===== src/rtl/imem_loader_if.sv =====
// Byte-stream input and instruction-memory write port of imem_loader.
interface imem_loader_if #(
  parameter int ADDR_W = 8
);
  logic              Byte_Valid;
  logic [7:0]        Byte_Data;
  logic              Byte_Ready;
  logic              Wr_En;
  logic [ADDR_W-1:0] Wr_Addr;
  logic [31:0]       Wr_Data;

  modport master (
    output Byte_Valid, Byte_Data,
    input  Byte_Ready, Wr_En, Wr_Addr, Wr_Data
  );

  modport slave (
    input  Byte_Valid, Byte_Data,
    output Byte_Ready, Wr_En, Wr_Addr, Wr_Data
  );
endinterface


===== src/rtl/imem_loader.sv =====
// Boot loader: length-prefixed little-endian byte stream -> one imem word write per 4 bytes, written the cycle after the 4th byte.
// Never backpressures while loading; Byte_Ready drops in DONE/ERR. IMEM_LOADER_CHECKSUM_EN adds a trailing XOR checksum byte.
module imem_loader #(
  parameter int DEPTH  = 256,
  parameter int ADDR_W = 8
) (
  input  logic         CLK,
  input  logic         RST,
  input  logic         Start,
  imem_loader_if.slave bus,
  output logic         Core_Hold,
  output logic         Load_Done,
  output logic         Load_Err
);

  typedef enum logic [2:0] {
    LEN_LO,
    LEN_HI,
    DATA,
`ifdef IMEM_LOADER_CHECKSUM_EN
    CHK,
`endif
    DONE,
    ERR
  } state_t;

  state_t            state;
  logic [15:0]       len;
  logic [1:0]        byte_cnt;
  logic [ADDR_W-1:0] word_cnt;
  logic [23:0]       word_sr;
`ifdef IMEM_LOADER_CHECKSUM_EN
  logic [7:0]        csum;
`endif

  logic        xfer;
  logic [15:0] len_full;
  logic        last_word;

  assign xfer      = bus.Byte_Valid & bus.Byte_Ready;
  assign len_full  = {bus.Byte_Data, len[7:0]};
  assign last_word = (16'(word_cnt) == (len - 16'd1));

  always_ff @(posedge CLK or negedge RST) begin
    if (!RST) begin
      state          <= LEN_LO;
      bus.Byte_Ready <= 1'b1;
      bus.Wr_En      <= 1'b0;
      bus.Wr_Addr    <= '0;
      bus.Wr_Data    <= '0;
      Core_Hold      <= 1'b1;
      Load_Done      <= 1'b0;
      Load_Err       <= 1'b0;
      len            <= '0;
      byte_cnt       <= '0;
      word_cnt       <= '0;
      word_sr        <= '0;
`ifdef IMEM_LOADER_CHECKSUM_EN
      csum           <= '0;
`endif
    end else begin
      bus.Wr_En <= 1'b0;
      case (state)
        LEN_LO: begin
          if (xfer) begin
            len[7:0] <= bus.Byte_Data;
            state    <= LEN_HI;
          end
        end

        LEN_HI: begin
          if (xfer) begin
            len[15:8] <= bus.Byte_Data;
            if (len_full == 16'd0) begin
`ifdef IMEM_LOADER_CHECKSUM_EN
              state          <= CHK;
`else
              state          <= DONE;
              bus.Byte_Ready <= 1'b0;
              Core_Hold      <= 1'b0;
              Load_Done      <= 1'b1;
`endif
            end else if (len_full > 16'(DEPTH)) begin
              state          <= ERR;
              bus.Byte_Ready <= 1'b0;
              Load_Err       <= 1'b1;
            end else begin
              state <= DATA;
            end
          end
        end

        DATA: begin
          if (xfer) begin
            // first byte ends up in [7:0] once three bytes have shifted down
            word_sr  <= {bus.Byte_Data, word_sr[23:8]};
            byte_cnt <= byte_cnt + 2'd1;
`ifdef IMEM_LOADER_CHECKSUM_EN
            csum     <= csum ^ bus.Byte_Data;
`endif
            if (byte_cnt == 2'd3) begin
              bus.Wr_En   <= 1'b1;
              bus.Wr_Addr <= word_cnt;
              bus.Wr_Data <= {bus.Byte_Data, word_sr};
              word_cnt    <= word_cnt + 1'b1;
              if (last_word) begin
`ifdef IMEM_LOADER_CHECKSUM_EN
                state          <= CHK;
`else
                state          <= DONE;
                bus.Byte_Ready <= 1'b0;
                Core_Hold      <= 1'b0;
                Load_Done      <= 1'b1;
`endif
              end
            end
          end
        end

`ifdef IMEM_LOADER_CHECKSUM_EN
        CHK: begin
          if (xfer) begin
            bus.Byte_Ready <= 1'b0;
            if (bus.Byte_Data == csum) begin
              state     <= DONE;
              Core_Hold <= 1'b0;
              Load_Done <= 1'b1;
            end else begin
              state    <= ERR;
              Load_Err <= 1'b1;
            end
          end
        end
`endif

        DONE, ERR: begin
          if (Start) begin
            state          <= LEN_LO;
            bus.Byte_Ready <= 1'b1;
            Core_Hold      <= 1'b1;
            Load_Done      <= 1'b0;
            Load_Err       <= 1'b0;
            len            <= '0;
            byte_cnt       <= '0;
            word_cnt       <= '0;
`ifdef IMEM_LOADER_CHECKSUM_EN
            csum           <= '0;
`endif
          end
        end

        default: begin
          state          <= ERR;
          bus.Byte_Ready <= 1'b0;
          Core_Hold      <= 1'b1;
          Load_Done      <= 1'b0;
          Load_Err       <= 1'b1;
        end
      endcase
    end
  end

endmodule


===== src/flat_wrapper.sv =====
// flat-port wrapper written by rule: the top's interface ports become plain ports
module imem_loader_flat 
#(
  parameter int DEPTH  = 256,
  parameter int ADDR_W = 8
)
  (CLK, RST, Start, Core_Hold, Load_Done, Load_Err, bus_Byte_Valid, bus_Byte_Data, bus_Byte_Ready, bus_Wr_En, bus_Wr_Addr, bus_Wr_Data);
  imem_loader_if #(.ADDR_W(ADDR_W)) bus_i ();
  input  logic CLK;
  input  logic RST;
  input  logic Start;
  output logic Core_Hold;
  output logic Load_Done;
  output logic Load_Err;
  input wire logic [$bits(bus_i.Byte_Valid)-1:0] bus_Byte_Valid;
  input wire logic [$bits(bus_i.Byte_Data)-1:0] bus_Byte_Data;
  output wire logic [$bits(bus_i.Byte_Ready)-1:0] bus_Byte_Ready;
  output wire logic [$bits(bus_i.Wr_En)-1:0] bus_Wr_En;
  output wire logic [$bits(bus_i.Wr_Addr)-1:0] bus_Wr_Addr;
  output wire logic [$bits(bus_i.Wr_Data)-1:0] bus_Wr_Data;
  assign bus_i.Byte_Valid = bus_Byte_Valid;
  assign bus_i.Byte_Data = bus_Byte_Data;
  assign bus_Byte_Ready = bus_i.Byte_Ready;
  assign bus_Wr_En = bus_i.Wr_En;
  assign bus_Wr_Addr = bus_i.Wr_Addr;
  assign bus_Wr_Data = bus_i.Wr_Data;
  imem_loader #(.DEPTH(DEPTH), .ADDR_W(ADDR_W)) u_core (.CLK(CLK), .RST(RST), .Start(Start), .bus(bus_i), .Core_Hold(Core_Hold), .Load_Done(Load_Done), .Load_Err(Load_Err));
endmodule

===== config.mk =====
export PLATFORM = sky130hd
export DESIGN_NAME = imem_loader_flat
export DESIGN_NICKNAME = d
export VERILOG_FILES = /design/src/rtl/imem_loader_if.sv /design/src/rtl/imem_loader.sv /design/src/flat_wrapper.sv
export SDC_FILE = /design/constraint.sdc
export NUM_CORES = 1
export LEC_CHECK = 0
export BUFFER_PORTS_ARGS = -buffer_cell sky130_fd_sc_hd__buf_4
export CAP_MARGIN = 20
export CORE_MARGIN = 3
export CORE_UTILIZATION = 45
export CTS_CLUSTER_SIZE = 30
export DETAILED_ROUTE_END_ITERATION = 16
export REMOVE_ABC_BUFFERS = 1
export SLEW_MARGIN = 10
export SYNTH_ARGS = -nofsm -noshare
export SYNTH_HDL_FRONTEND = slang
export SYNTH_SLANG_ARGS = --single-unit

===== constraint.sdc =====
create_clock -name CLK -period 2.8 [get_ports CLK]
set_input_delay 0.42 -clock CLK [delete_from_list [all_inputs] [get_ports CLK]]
set_output_delay 0.42 -clock CLK [all_outputs]
set_load 0.05 [all_outputs]

# After elaboration in Yosys (flattened, before gate mapping)
# Index checks and enable logic that the tools add are counted.
[totals] regBits=98 latch_bits=0 ramBits=0 rom_bits=0 in_bits=12 word_cells=98 memories=0
[classes] n_addsub=3 n_mul=0 div=0 n_lt_le_gt_ge=1 n_eq_ne=16 shift=0 n_mux=45 n_bitwise=3 n_reduce_logical=17
[ops] op="one-hot mux 8 bit (2 select lines)" count=3
[ops] op="2-to-1 mux 8 bit" count=4
[ops] op="2-to-1 mux 3 bit" count=8
[ops] op="2-to-1 mux 1 bit" count=21
[ops] op="== test 8 x 16 -> 1 bit" count=1
[ops] op="greater-than comparator 16 x 9 -> 1 bit, second input constant" count=1
[ops] op="zero test 16 bit" count=1
[ops] op="2-to-1 mux 16 bit" count=1
[ops] op="subtractor 16 x 1 -> 16 bit, second input constant" count=1
[ops] op="!= test 2 x 1 -> 1 bit, second input constant" count=7
[ops] op="AND reduction 7 bit" count=2
[ops] op="one-hot mux 1 bit (4 select lines)" count=3
[ops] op="one-hot mux 3 bit (4 select lines)" count=1
[ops] op="AND reduction 3 bit" count=4
[ops] op="adder 8 x 1 -> 8 bit, second input constant" count=1
[ops] op="== test 3 x 2 -> 1 bit, second input constant" count=2
[ops] op="AND reduction 6 bit" count=1
[ops] op="nonzero test 2 bit" count=3
[ops] op="AND reduction 5 bit" count=1
[ops] op="2-to-1 mux 2 bit" count=2
[ops] op="!= test 2 bit, second input constant" count=2
[ops] op="one-hot mux 2 bit (2 select lines)" count=1
[ops] op="AND reduction 4 bit" count=1
[ops] op="OR reduction 2 bit" count=2
[ops] op="other kinds (10)" count=11

# Longest topological paths before layout
[depth] ltp_word=6 ltp_mapped=9 ltp_nobuf=8

# Worst setup path before layout
# Ideal clock, no wire load.
[synth_path] kind="flip-flop to flip-flop" startpoint="register u_core.bus.Byte_Ready" endpoint="register u_core.bus.Wr_Data[26]" arrival_ns=2.213 required_ns=2.675 slack_ns=0.463 path_stages_with_launch=7 path_buffers=2 path_cell_list="dfstp_2 -> nand2_1 -> nor3_2 -> nand2_1 -> clkbuf_1 -> clkbuf_1 -> mux2_2"
[synth_via] elab_chain_len=2
[synth_rtl] element="start: declaration" line="imem_loader_if.sv:19" text="output Byte_Ready, Wr_En, Wr_Addr, Wr_Data"
[synth_rtl] element="start signal: assignment" line="imem_loader.sv:47" text="bus.Byte_Ready <= 1'b1;"
[synth_rtl] element="start signal: assignment" line="imem_loader.sv:79" text="bus.Byte_Ready <= 1'b0;"
[synth_rtl] element="start signal: assignment" line="imem_loader.sv:85" text="bus.Byte_Ready <= 1'b0;"
[synth_rtl] element="bitwise AND 1 bit" line="imem_loader.sv:40" text="assign xfer = bus.Byte_Valid & bus.Byte_Ready;"
[synth_rtl] element="AND reduction 3 bit (no line)"
[synth_rtl] element="end signal: assignment" line="imem_loader.sv:104" text="bus.Wr_Data <= {bus.Byte_Data, word_sr};"
[synth_rtl] element="end: declaration" line="imem_loader_if.sv:19"
# Every way passes these cells.
# A chain may end at the register's enable or synchronous reset.

# Final worst setup path
[layout_path] startpoint="register u_core.len[2]" endpoint="register u_core.state[0]"
[layout_via] elab_chain_len=4 word_cells_on_any_way=8 cone_classes="1 x add/sub; 2 x eq/ne; 3 x mux; 2 x reduce/logical"
[layout_rtl] element="start: declaration" line="imem_loader.sv:28" text="logic [15:0] len;"
[layout_rtl] element="start signal: assignment" line="imem_loader.sv:66" text="len[7:0] <= bus.Byte_Data;"
[layout_rtl] element="subtractor 16 x 1 -> 16 bit or zero test 16 bit (tied branches)" line="imem_loader.sv:42, imem_loader.sv:74"
[layout_rtl] element="== test 8 x 16 -> 1 bit or 2-to-1 mux 3 bit (tied branches)" line="imem_loader.sv:42, imem_loader.sv:74"
[layout_rtl] element="!= test 2 x 1 -> 1 bit (no line) or 2-to-1 mux 3 bit (tied branches)"
[layout_rtl] element="AND reduction 6 bit (no line) or one-hot mux 3 bit (4 select lines) (tied branches)"
[layout_rtl] element="end signal: assignment" line="imem_loader.sv:46" text="state <= LEN_LO;"
[layout_rtl] element="end signal: assignment" line="imem_loader.sv:67" text="state <= LEN_HI;"
[layout_rtl] element="end signal: assignment" line="imem_loader.sv:78" text="state <= DONE;"
[layout_rtl] element="end: declaration" line="imem_loader.sv:27" text="state_t state;"
# Several ways; a longest one is shown, not always the timed one. The select of a mux whose other input is x is not followed.

==> results.md <==
* Status: finished, final reports clean
* Setup WS post-layout at 0.353 ns
* TritonRoute pass-1 iters at 5
* Most used cell, CP: nor4_4
* Critical path's top delay family: simple AND/OR/NAND/NOR gates
* Crit. End Element: flop
* CTS buffer count at 9
* Clk pwr share at 23.7%
* CP peak stage delay at 0.49 ns
* Skew final at 0.00751 ns
* Cts hold-fix bufs at 0
* WP data arrival at 2.75 ns
* Req. time, crit path at 3.10 ns
* Largest net degree at the start of global routing at 99
* Period utilization at 87.4%
* Clk slew on worst S/H paths at 0.10 ns
* Final net count at 497
* H-tree levels at 3
* Die footprint at roughly 0.011 sq mm
* Starting DRT DRC Count at 177
* CTS sink count at 98
* Boundary pin count at 57
* RSZ-0062 raised after global routing: no
* EDFF count, synth at 0
* Register share of total power at 49.7%
* Internal Pwr Total at 2.25 mW
* Slowest CP cell: dfrtp_1
* Cell Pwr Density at 692 mW/mm^2
* Share of post-route cells with drive strength above 1 at 25.7%
* Worst-Margin Slew at 0.966 ns
* Critical path fanouts, max at 8
* Starting Density at between 40% and 50%
* Asr flop ratio synth at 100%
* Switching Fraction at between 30% and 40%
* Most frequent cell after synthesis: nand2_1
* Pre-CTS WS at about 0.38 ns
* Crit start category: flop
* RR Endpoint: u_core.state[0]$_DFFE_PN0P_
* Final ANT Viol Nets at 0
* Comb power frac at 26.7%
* Wire per inst at 15.1 microns
* First-pass GRT wire length at 15,800 microns
* Slew Viols, Final at 0
* Crit path cell chain: nor4_4, nand3_2, or4_1, a211o_1, nor4_4, o221a_1
* Cell Area, Synth at 0.00438 sq mm
* Initial antenna violation count at 0
* Chip width at 105 microns
* Via density at 5.12
* Minimum clock period at 2.45 ns
* Number of inserted diodes at 0
* Hold Slack at 0.0927 ns
* Synth top area cells: dfrtp_1 (55%), nand2_1 (10%), mux2_2 (9.3%)
* Commonest cells in the netlist: nand2_1 (120), dfrtp_1 (96), mux2_2 (36)
* Worst slew margin at between 30% and 40%
* Worst hold path class: in2async
* Clock latency on the worst-skew pair at 0.35 ns
* R2R Setup Slk at 0.35 ns
* Fin. Hold Viols at 0
* Critical Path Stages at 6
* Avg Synthesized Cell Area at approximately 10 sq um
* Peak Freq at 409 MHz
* FF+latch count, synth at 98
* Site Rows at 35
* Crit Path Category: reg2reg
* Remaining global-route overflow at 0
* Core Box Area at 0.00937 sq mm
* Clock Root Buffer: clkbuf_8
* IO buf count at 56
* Area Overhead vs Synth at 16.8%
* Fill cells at 896
* Leading area contributor after synthesis: dfrtp_1
* # DRC at 0
* Postcts setup bufs at 0
* Final Wtd Congestion at 0.863
* CTS tree: built
* Die extent in y at ~100 microns
* Leakage at between 2 and 3 nW
* # resized after CTS at 0
* Total global-route track usage at 17.7%
* Dominant synthesized flop cell: dfrtp_1
* Worst reg-to-reg path cell count at 6
* Cells after synthesis at 429
* Via count at 3,148
* Max cap viols at 0
* FF-to-FF Start: u_core.len[2]$_DFFE_PN0P_
* Number of global-route vias before repair at 3,127
* Switch Pwr at 1.29 mW
* WL final at 9290 microns
* Yosys cell types at 50
* Register area share after synthesis at 56.0%
* Yosys top cell area share at 54.8%
* Post-DP HPWL at 6310 microns
* Ys Warns at 0
* Max VDD drop at approximately 0.45 mV
* Clk buf depth at 2
* Final setup violation count at 0
* Worst path bufs/invs at 0
[worst max path at each step]
| stage | from | endpoint | slack, ns |
|---|---|---|---|
| 3_3_place_gp | u_core.len[3]$_DFFE_PN0P_ | u_core.state[0]$_DFFE_PN0P_ | 0.47 |
| 6_report | u_core.len[2]$_DFFE_PN0P_ | u_core.state[0]$_DFFE_PN0P_ | 0.35 |
| 5_1_grt | u_core.len[2]$_DFFE_PN0P_ | u_core.state[0]$_DFFE_PN0P_ | 0.19 |
| 4_1_cts | u_core.len[2]$_DFFE_PN0P_ | u_core.state[0]$_DFFE_PN0P_ | 0.36 |
| 2_1_floorplan | u_core.bus.Byte_Ready$_DFFE_PN1P_ | u_core.bus.Wr_Data[0]$_DFFE_PN0P_ | -0.63 |
| 3_5_place_dp | u_core.len[2]$_DFFE_PN0P_ | u_core.state[0]$_DFFE_PN0P_ | 0.38 |
[metal layers]
metal / GRT usage, % / vias to the layer above / wire, microns
met2: 27.4 / 65 / 4260
met1: 25.3 / 1515 / 4510
li1: - / 1554 / -
met4: 5.90 / 0 / 164
met5: 0 / - / 0
met3: 3.15 / 14 / 353
[layout make-up]
class / count / area, sq um / share of cell area, %
Multi-Input combinational cell: 300 / 1800 / 35.2
Clock inverter: 6 / 52.6 / 1.03
Clock buffer: 9 / 124 / 2.42
Inverter: 10 / 37.5 / 0.733
Sequential cell: 98 / 2450 / 48.0
Tap cell: 129 / 161 / 3.15
Timing Repair Buffer: 63 / 485 / 9.49
[cell families after synthesis]
family	Yosys count	synth area share, %
AOI/OAI and AO/OA	54	7.54
xor gates and xnor gates	18	3.60
adders and majority gates	3	0.857
buffers and inverters	31	2.97
DFF	98	56.0
muxes	39	9.94
and+or+nand+nor	186	19.1
[stage by stage]
step | cell area, sq um | std cells | setup TNS, ns | total power [mW] | util (%)
after floorplan | 4290 | 408 | -18.39 | 2.40 | -
after global placement | 4940 | 600 | 0 | 2.70 | 52.7
after detailed placement | 4940 | 600 | 0 | 2.72 | 52.7
after CTS | 5120 | 615 | 0 | 3.57 | 54.6
after global routing | 5120 | 615 | 0 | 3.77 | 54.6
final | 5120 | 615 | 0 | 3.54 | 54.6
[cell usage in the layout (no fill, tap or decap), types with 2 or more instances in the layout]
cell type	n
a21oi_1	10
a31oi_1	2
and3_1	3
buf_4	62
clkbuf_8	9
clkinv_4	2
clkinvlp_4	2
dfrtp_1	96
dfstp_2	2
ha_1	3
inv_1	9
mux2_2	36
mux2i_1	3
nand2_1	120
nand2b_1	2
nand3_1	4
nand3b_1	3
nand4_1	7
nor2_1	26
nor3_1	9
nor4_4	2
o21ai_0	26
o31ai_1	2
xnor2_1	5
xor2_1	13
[sequential cells by signal, summed over array words and instances (netlist names)]
register,flops
u_core.Load_Err,1
u_core.state,3
u_core.Load_Done,1
u_core.bus.Wr_Addr,8
u_core.bus.Wr_Data,32
u_core.word_sr,24
u_core.len,16
u_core.Core_Hold,1
u_core.bus.Byte_Ready,1
u_core.byte_cnt,2
u_core.word_cnt,8
u_core.bus.Wr_En,1
[power groups by stage]
stage	combinational (mW)	clock, mW	sequential [mW]
2_1_floorplan	0.624	0	1.78
3_3_place_gp	0.924	0	1.78
3_5_place_dp	0.941	0	1.78
4_1_cts	0.945	0.872	1.75
5_1_grt	1.06	0.933	1.78
6_report	0.943	0.837	1.76
Power figures use the tool's default switching activity.
